### config.mk
export PLATFORM = sky130hd
export DESIGN_NAME = motor_pwm_drv
export DESIGN_NICKNAME = d
export VERILOG_FILES = /design/src/rtl/mtr_pkg.sv /design/src/rtl/pwm_chan.sv /design/src/rtl/motor_pwm_drv.sv
export SDC_FILE = /design/constraint.sdc
export NUM_CORES = 1
export LEC_CHECK = 0
export CAP_MARGIN = 30
export CORE_MARGIN = 1.5
export CORE_UTILIZATION = 57
export CTS_CLUSTER_SIZE = 16
export DETAILED_ROUTE_END_ITERATION = 7
export PLACE_DENSITY = 0.77
export REMOVE_ABC_BUFFERS = 1
export SYNTH_ARGS = -nofsm -noshare
export SYNTH_HDL_FRONTEND = slang
export SYNTH_SLANG_ARGS = --single-unit
### constraint.sdc
create_clock -name clk -period 2.35 [get_ports clk]
set_input_delay 0.3525 -clock clk [delete_from_list [all_inputs] [get_ports clk]]
set_output_delay 0.3525 -clock clk [all_outputs]
set_load 0.01 [all_outputs]
### src/rtl/mtr_pkg.sv
// rtl/mtr_pkg.sv - shared widths, constants and types for the motor PWM driver
package mtr_pkg;

  localparam int PWM_W = 11;
  localparam logic [PWM_W-1:0] DUTY_MID    = 11'h400;
  localparam logic [PWM_W-1:0] PERIOD_LAST = 11'h7FF;

  typedef logic signed [PWM_W-1:0] spd_t;
  typedef logic        [PWM_W-1:0] duty_t;

  // Adding the midpoint flips the sign bit: -1024..+1023 becomes 0..2047.
  function automatic duty_t spd_to_duty(input spd_t spd);
    return duty_t'(spd) + DUTY_MID;
  endfunction

endpackage

### src/rtl/pwm_chan.sv
// rtl/pwm_chan.sv - one H-bridge channel: buffered duty, compare, dead-time and output flops
module pwm_chan
  import mtr_pkg::*;
#(
  parameter int NONOVERLAP = 32
) (
  input  logic  clk,
  input  logic  rst,
  input  duty_t cnt,
  input  spd_t  spd,
  input  logic  load,
  output logic  pwm1,
  output logic  pwm2
);

  localparam logic [7:0] RUN_MAX = 8'(NONOVERLAP);

  duty_t      duty_q, duty_d;
  logic       raw;
  logic       raw_prev_q, raw_prev_d;
  logic [7:0] run_q, run_d;
  logic       settled;
  logic       pwm1_q, pwm1_d;
  logic       pwm2_q, pwm2_d;

  assign raw = (cnt < duty_q);

  always_comb begin
    duty_d     = load ? spd_to_duty(spd) : duty_q;
    raw_prev_d = raw;
    if (raw != raw_prev_q) begin
      run_d = '0;
    end else if (run_q == RUN_MAX) begin
      run_d = run_q;
    end else begin
      run_d = run_q + 8'd1;
    end
    // The run count includes the current sample, so each output rises N+1 clocks after its raw edge.
    settled = (run_d == RUN_MAX);
    pwm1_d  = raw & settled;
    pwm2_d  = ~raw & settled;
  end

  always_ff @(posedge clk or posedge rst) begin
    if (rst) begin
      duty_q     <= DUTY_MID;
      raw_prev_q <= 1'b0;
      run_q      <= '0;
      pwm1_q     <= 1'b0;
      pwm2_q     <= 1'b0;
    end else begin
      duty_q     <= duty_d;
      raw_prev_q <= raw_prev_d;
      run_q      <= run_d;
      pwm1_q     <= pwm1_d;
      pwm2_q     <= pwm2_d;
    end
  end

  assign pwm1 = pwm1_q;
  assign pwm2 = pwm2_q;

endmodule

### src/rtl/motor_pwm_drv.sv
// rtl/motor_pwm_drv.sv - shared 2048-clock period counter, period sync pulse and two PWM channels
module motor_pwm_drv
  import mtr_pkg::*;
#(
  parameter int NONOVERLAP = 32
) (
  input  logic                    clk,
  input  logic                    rst,
  input  logic signed [PWM_W-1:0] lft_spd,
  input  logic signed [PWM_W-1:0] rght_spd,
  output logic                    lft_pwm1,
  output logic                    lft_pwm2,
  output logic                    rght_pwm1,
  output logic                    rght_pwm2,
  output logic                    pwm_sync
);

  duty_t cnt_q, cnt_d;
  logic  load;
  logic  pwm_sync_q, pwm_sync_d;

  // Duties reload on the last clock of a period so a new command starts cleanly at cnt==0.
  always_comb begin
    cnt_d      = cnt_q + 11'd1;
    load       = (cnt_q == PERIOD_LAST);
    pwm_sync_d = load;
  end

  always_ff @(posedge clk or posedge rst) begin
    if (rst) begin
      cnt_q      <= '0;
      pwm_sync_q <= 1'b0;
    end else begin
      cnt_q      <= cnt_d;
      pwm_sync_q <= pwm_sync_d;
    end
  end

  assign pwm_sync = pwm_sync_q;

  pwm_chan #(
    .NONOVERLAP(NONOVERLAP)
  ) u_lft (
    .clk  (clk),
    .rst  (rst),
    .cnt  (cnt_q),
    .spd  (lft_spd),
    .load (load),
    .pwm1 (lft_pwm1),
    .pwm2 (lft_pwm2)
  );

  pwm_chan #(
    .NONOVERLAP(NONOVERLAP)
  ) u_rght (
    .clk  (clk),
    .rst  (rst),
    .cnt  (cnt_q),
    .spd  (rght_spd),
    .load (load),
    .pwm1 (rght_pwm1),
    .pwm2 (rght_pwm2)
  );

endmodule

# --- Word level (Yosys, flattened, before mapping) ---
# Index checks and enable logic that the tools add are counted.
classes:
  add_sub_neg: 5
  mul: 0
  div_mod_pow: 0
  magnitude_cmp: 2
  n_eq_ne: 7
  shifts: 0
  n_mux: 4
  n_bitwise: 6
  n_reduce_logical: 0
op_table:
  columns: ["op", "count"]
  rows:
  - ["equality test 8 x 6 -> 1 bit, second input constant", 4]
  - ["two-way mux 8 bit", 4]
  - ["adder 11 bit, second input constant", 2]
  - ["less-than comparator 11 bit", 2]
  - ["adder 8 x 1 -> 8 bit, second input constant", 2]
  - ["adder 11 x 1 -> 11 bit, second input constant", 1]
  - ["equality test 11 bit, second input constant", 1]
  - ["AND 1 bit", 4]
  - ["inequality test 1 bit", 2]
  - ["NOT 1 bit", 2]
word_totals:
  regBits: 56
  latchBits: 0
  ram_bits: 0
  rom_bits: 0
  inputBits: 24
  output_inout_bits: 5
  word_cells: 36
  n_memories: 0

# --- Logic depth before layout (Yosys ltp) ---
logic_depth:
  depth_word: 5
  ltp_mapped: 7

# --- By module ---
# A second synthesis with hierarchy kept.
hier_totals:
  hier_cells: 300
  area_unflattened_um2: 3000.4
by_module_without_submodules:
  columns: ["mod", "instances", "cells_per_inst", "area_each_um2", "seq_area_each_um2"]
  rows:
  - ["pwm_chan at u_lft", 1, 132, 1260.0, 551.8]
  - ["pwm_chan at u_rght", 1, 131, 1260.0, 551.8]
  - ["motor_pwm_drv", 1, 37, 480.5, 300.3]

# --- Worst setup path before layout ---
# Ideal clock, no wire load.
synth_path:
  kind: "register to register"
  startpoint: "reg u_lft.duty_q[10]"
  endpoint: "reg u_lft.run_q[0]"
  setup_time_ps: 86
  arrival_time_ps: 1736
  setup_slack_ps: 528
  stages_incl_launch_ff: 8
  n_path_buf: 0
  synth_period_minus_slack_ps: 1822
  cell_sequence: "dfstp_2 > inv_1 > ha_1 > nand4_1 > nor2_1 > a211o_1 > a22o_1 > nor3_1"
synth_via:
  elab_chain_len: 3
synth_rtl:
  columns: ["item", "line_no", "source"]
  rows:
  - ["from (decl)", "pwm_chan.sv:18", "duty_t duty_q, duty_d;"]
  - ["from (signal assigned)", "pwm_chan.sv:52", "duty_q <= duty_d;"]
  - ["less-than comparator 11 bit", "pwm_chan.sv:26", "assign raw = (cnt < duty_q);"]
  - ["inequality test 1 bit", "pwm_chan.sv:31", "if (raw != raw_prev_q) begin"]
  - ["two-way mux 8 bit", "pwm_chan.sv:31", null]
  - ["net u_lft.run_d[0]", "pwm_chan.sv:21", "logic [7:0] run_q, run_d;"]
  - ["to (signal assigned)", "pwm_chan.sv:54", "run_q <= run_d;"]
  - ["to (decl)", "pwm_chan.sv:21", null]
# The timed path passes the listed nets, and every way through them passes these cells.
# A chain may end at the register's enable or synchronous reset.

# --- Worst setup path after layout ---
layout_path:
  startpoint: "reg cnt_q[9]"
  endpoint: "reg u_lft.run_q[1]"
layout_via:
  elab_chain_len: 3
layout_rtl:
  columns: ["item", "line_no", "source"]
  rows:
  - ["from (decl)", "motor_pwm_drv.sv:18", "duty_t cnt_q, cnt_d;"]
  - ["from (signal assigned)", "motor_pwm_drv.sv:34", "cnt_q <= cnt_d;"]
  - ["less-than comparator 11 bit", "pwm_chan.sv:26", null]
  - ["inequality test 1 bit", "pwm_chan.sv:31", null]
  - ["two-way mux 8 bit", "pwm_chan.sv:31", null]
  - ["net u_lft.run_d[1]", "pwm_chan.sv:21", null]
# The timed path passes the listed nets, and every way through them passes these cells.

==> impl_results.md <==
* # setup viols final at 0
* Core ar. at 0.005205 sq mm
* # rows at 26
* Final WL at 5.536 mm
* GRT Total Usage at 21.22%
* Slowest stage delay, CP at 0.47 ns
* Worst Tran Pin Value at 0.5369 ns
* Die Width at 77.05 um
* Final WS setup at 0.2554 ns
* Worst EP required at 2.53 ns
* Async SR Flop Fraction at 100.0%
* RSZ-0062 raised after global routing: no
* Post_cts resized at 0
* Slew headroom at 64.14%
* CTS Buf Count at 5
* CTS max path bufs at 2
* Vias at 2,072
* Seq cells post-synth at 56
* Distinct cells, synth at 35
* Initial Utilization at 60.05%
* CTS tree: built
* Final design utilization at 69.30%
* First-pass GRT wire length at 9.936 mm
* Post-route insts no fill at 382
* Antenna Nets Post-Route at 0
* Leak at 1.677 nW
* P&R area growth vs syn at 15.41%
* Clk pin slew, worst setup/hold paths at 0.10 ns
* Seq/Total Area, Yosys at 44.92%
* Synth area leaders: dfrtp_1 (43%), ha_1 (10%), mux2_4 (8.6%)
* HP Class: primary input to asynchronous set/reset pin
* Most frequent cell after synthesis: dfrtp_1
* Cells after Synth at 279
* Most instantiated cells after synthesis: dfrtp_1 (54), inv_1 (26), ha_1 (25)
* Final Slew Violations at 0
* Primary FF master, synth: dfrtp_1
* Total setup buffers inserted after CTS at 0
* Status: completed
* # IOs at 29
* Final Skew at 0.006190 ns
* Area leader, netlist: dfrtp_1
* Nature of the critical path startpoint: flip-flop
* Vias in the first global route at 2,170
* Initial antenna violation count at 0
* Maxcap violations at 0
* Pin count of the biggest net entering global routing at 34
* Power per cell area at 473.8 mW/mm^2
* Post-synth EDFFs at 0
* Final total power at 1.709 mW
* Grt total ovfl at 0
* Wire per inst at 14.49 um
* Netlist Area Pre-Place at 0.003125 sq mm
* Root buffer cell: clkbuf_8
* Crit share post-route at 89.13%
* Post-CTS Hold Buffers at 0
* Placed Cells incl. Taps at 374
* Worst setup path class: flip-flop to flip-flop
* Cells along the critical path: ha_1 -> a21oi_1 -> nand2_1 -> a211o_1 -> a211oi_2 -> nor3_1
* CTS H-Tree Depth at 2
* Clock sinks at 56
* Fill count at 413
* Final HPWL DP at 3.967 mm
* Max FO, Critical Path at 8
* DRT iter0 DRCs at 180
* CP Capture Type: flip-flop
* Port bufs at 28
* Die Height at 77.05 um
* Drt drc at 0
* Worst VDD drop at 0.2527 mV
* Sum Neg Setup Slack at 0 ns
* Share of Yosys cell area claimed by the top area cell type at 43.23%
* Syn_area_per_cell at 11.20 sq um
* Diodes inserted at 0
* TritonRoute pass-1 iters at 4
* Min cycle time layout at 2.095 ns
* Nets at 360
* Skew-Pair Late Insertion Delay at 0.31 ns
* FMAX at 477.4 MHz
* Pre-CTS setup slack at 0.3090 ns
* Critical path arrival at 2.27 ns
* RePlAce Congestion at 0.8060
* Final hold viol count at 0
* Ys Warns at 0
* Share of cells above drive strength 1 at 13.78%
* Slowest library cell on the worst path: dfrtp_1
* Post-DR vias/cell at 5.424
* Die area at 0.005937 sq mm
==> metrics by stage <==
stage	area, sq um	hold slack (ns)
after floorplan	3065	0.4108
after global placement	3481	0.4774
after detailed placement	3481	0.4884
after CTS	3607	0.3953
after global routing	3607	0.4392
final	3607	0.3832
==> cell type report <==
cell class | count | area, sq um | share of cell area (%)
multi-input cells | 191 | 1564 | 43.36
flip-flops and latches | 56 | 1404 | 38.92
repair buffers | 31 | 327.8 | 9.088
inverters | 26 | 97.59 | 2.706
clock buffers | 7 | 96.34 | 2.671
well taps | 70 | 87.58 | 2.428
clock inverters | 1 | 30.03 | 0.8325
==> sequential cells by signal (all words and copies together) (netlist names) <==
| signal | flops |
|---|---|
| u_lft.raw_prev_q | 1 |
| u_rght.run_q | 8 |
| u_rght.pwm1 | 1 |
| pwm_sync | 1 |
| u_rght.pwm2 | 1 |
| u_lft.pwm2 | 1 |
| cnt_q | 11 |
| u_rght.duty_q | 11 |
| u_lft.pwm1 | 1 |
| u_rght.raw_prev_q | 1 |
| u_lft.duty_q | 11 |
| u_lft.run_q | 8 |
==> where the power goes <==
part	switching (mW)	internal, mW	total, mW
clock network	0.308	0.376	0.684
registers	0	0.963	0.963
logic	0.0244	0.0373	0.0618
total	0.333	1.38	1.71
==> placed cells by master, fill, tap and decap left out, types with 3 or more instances in the layout <==
cell type	Yosys	final
clkbuf_8	0	7
mux2_4	18	18
xor2_1	13	13
a31oi_1	5	5
clkdlybuf4s50_1	0	28
nand2b_1	4	4
a21oi_1	11	11
nand2_1	14	14
nor3_1	22	22
ha_1	25	25
and2_1	3	3
xnor2_1	14	14
nand3_1	17	17
nand4_1	4	4
dfrtp_1	54	54
and3_1	6	6
nor2_1	8	8
inv_1	26	25
==> final timing paths <==
path	from	to	slack (ns)	cells after the start
setup / recovery	cnt_q[9]	u_lft.run_q[1]	0.26	6
hold / removal	rst	u_lft.duty_q[8]	0.38	2
setup reg to reg	cnt_q[9]	u_lft.run_q[1]	0.26	6
hold reg to reg	u_rght.duty_q[10]	u_rght.duty_q[10]	0.50	2
max in group asynchronous	rst	u_rght.duty_q[10]	1.35	3
min in group clk	u_rght.duty_q[10]	u_rght.duty_q[10]	0.50	2
==> critical path, delay by kind of cell (launching register included) <==
kind                     cells  cell delay (ns)
adder cells (fa/ha/maj)      1             0.36
flip-flops                   1             0.47
AND/OR/NAND/NOR              2             0.18
AO/OA/AOI/OAI                3             0.94
==> layer usage <==
metal  up-vias  global-route usage, %  part of all wire (%)
li1       1030                      -                     -
met1      1006                  27.89                    47
met2        29                  35.49                    48
met3         7                  4.524                   3.4
met4         0                  6.000                   1.2
met5         -                      0                     0
==> cell families (layout without fill, tap and decap cells) <==
group	count (synthesis)	count (layout)	synth area share, %
AND/OR/NAND/NOR	88	88	16.09
XOR/XNOR	27	27	7.566
buffers and inverters	32	65	5.044
adder cells (fa/ha/maj)	25	25	10.01
AO/OA/AOI/OAI	29	29	6.365
multiplexers	22	22	10.01
flip-flops	56	56	44.92
No activity file was read; power rests on OpenSTA's default activity.
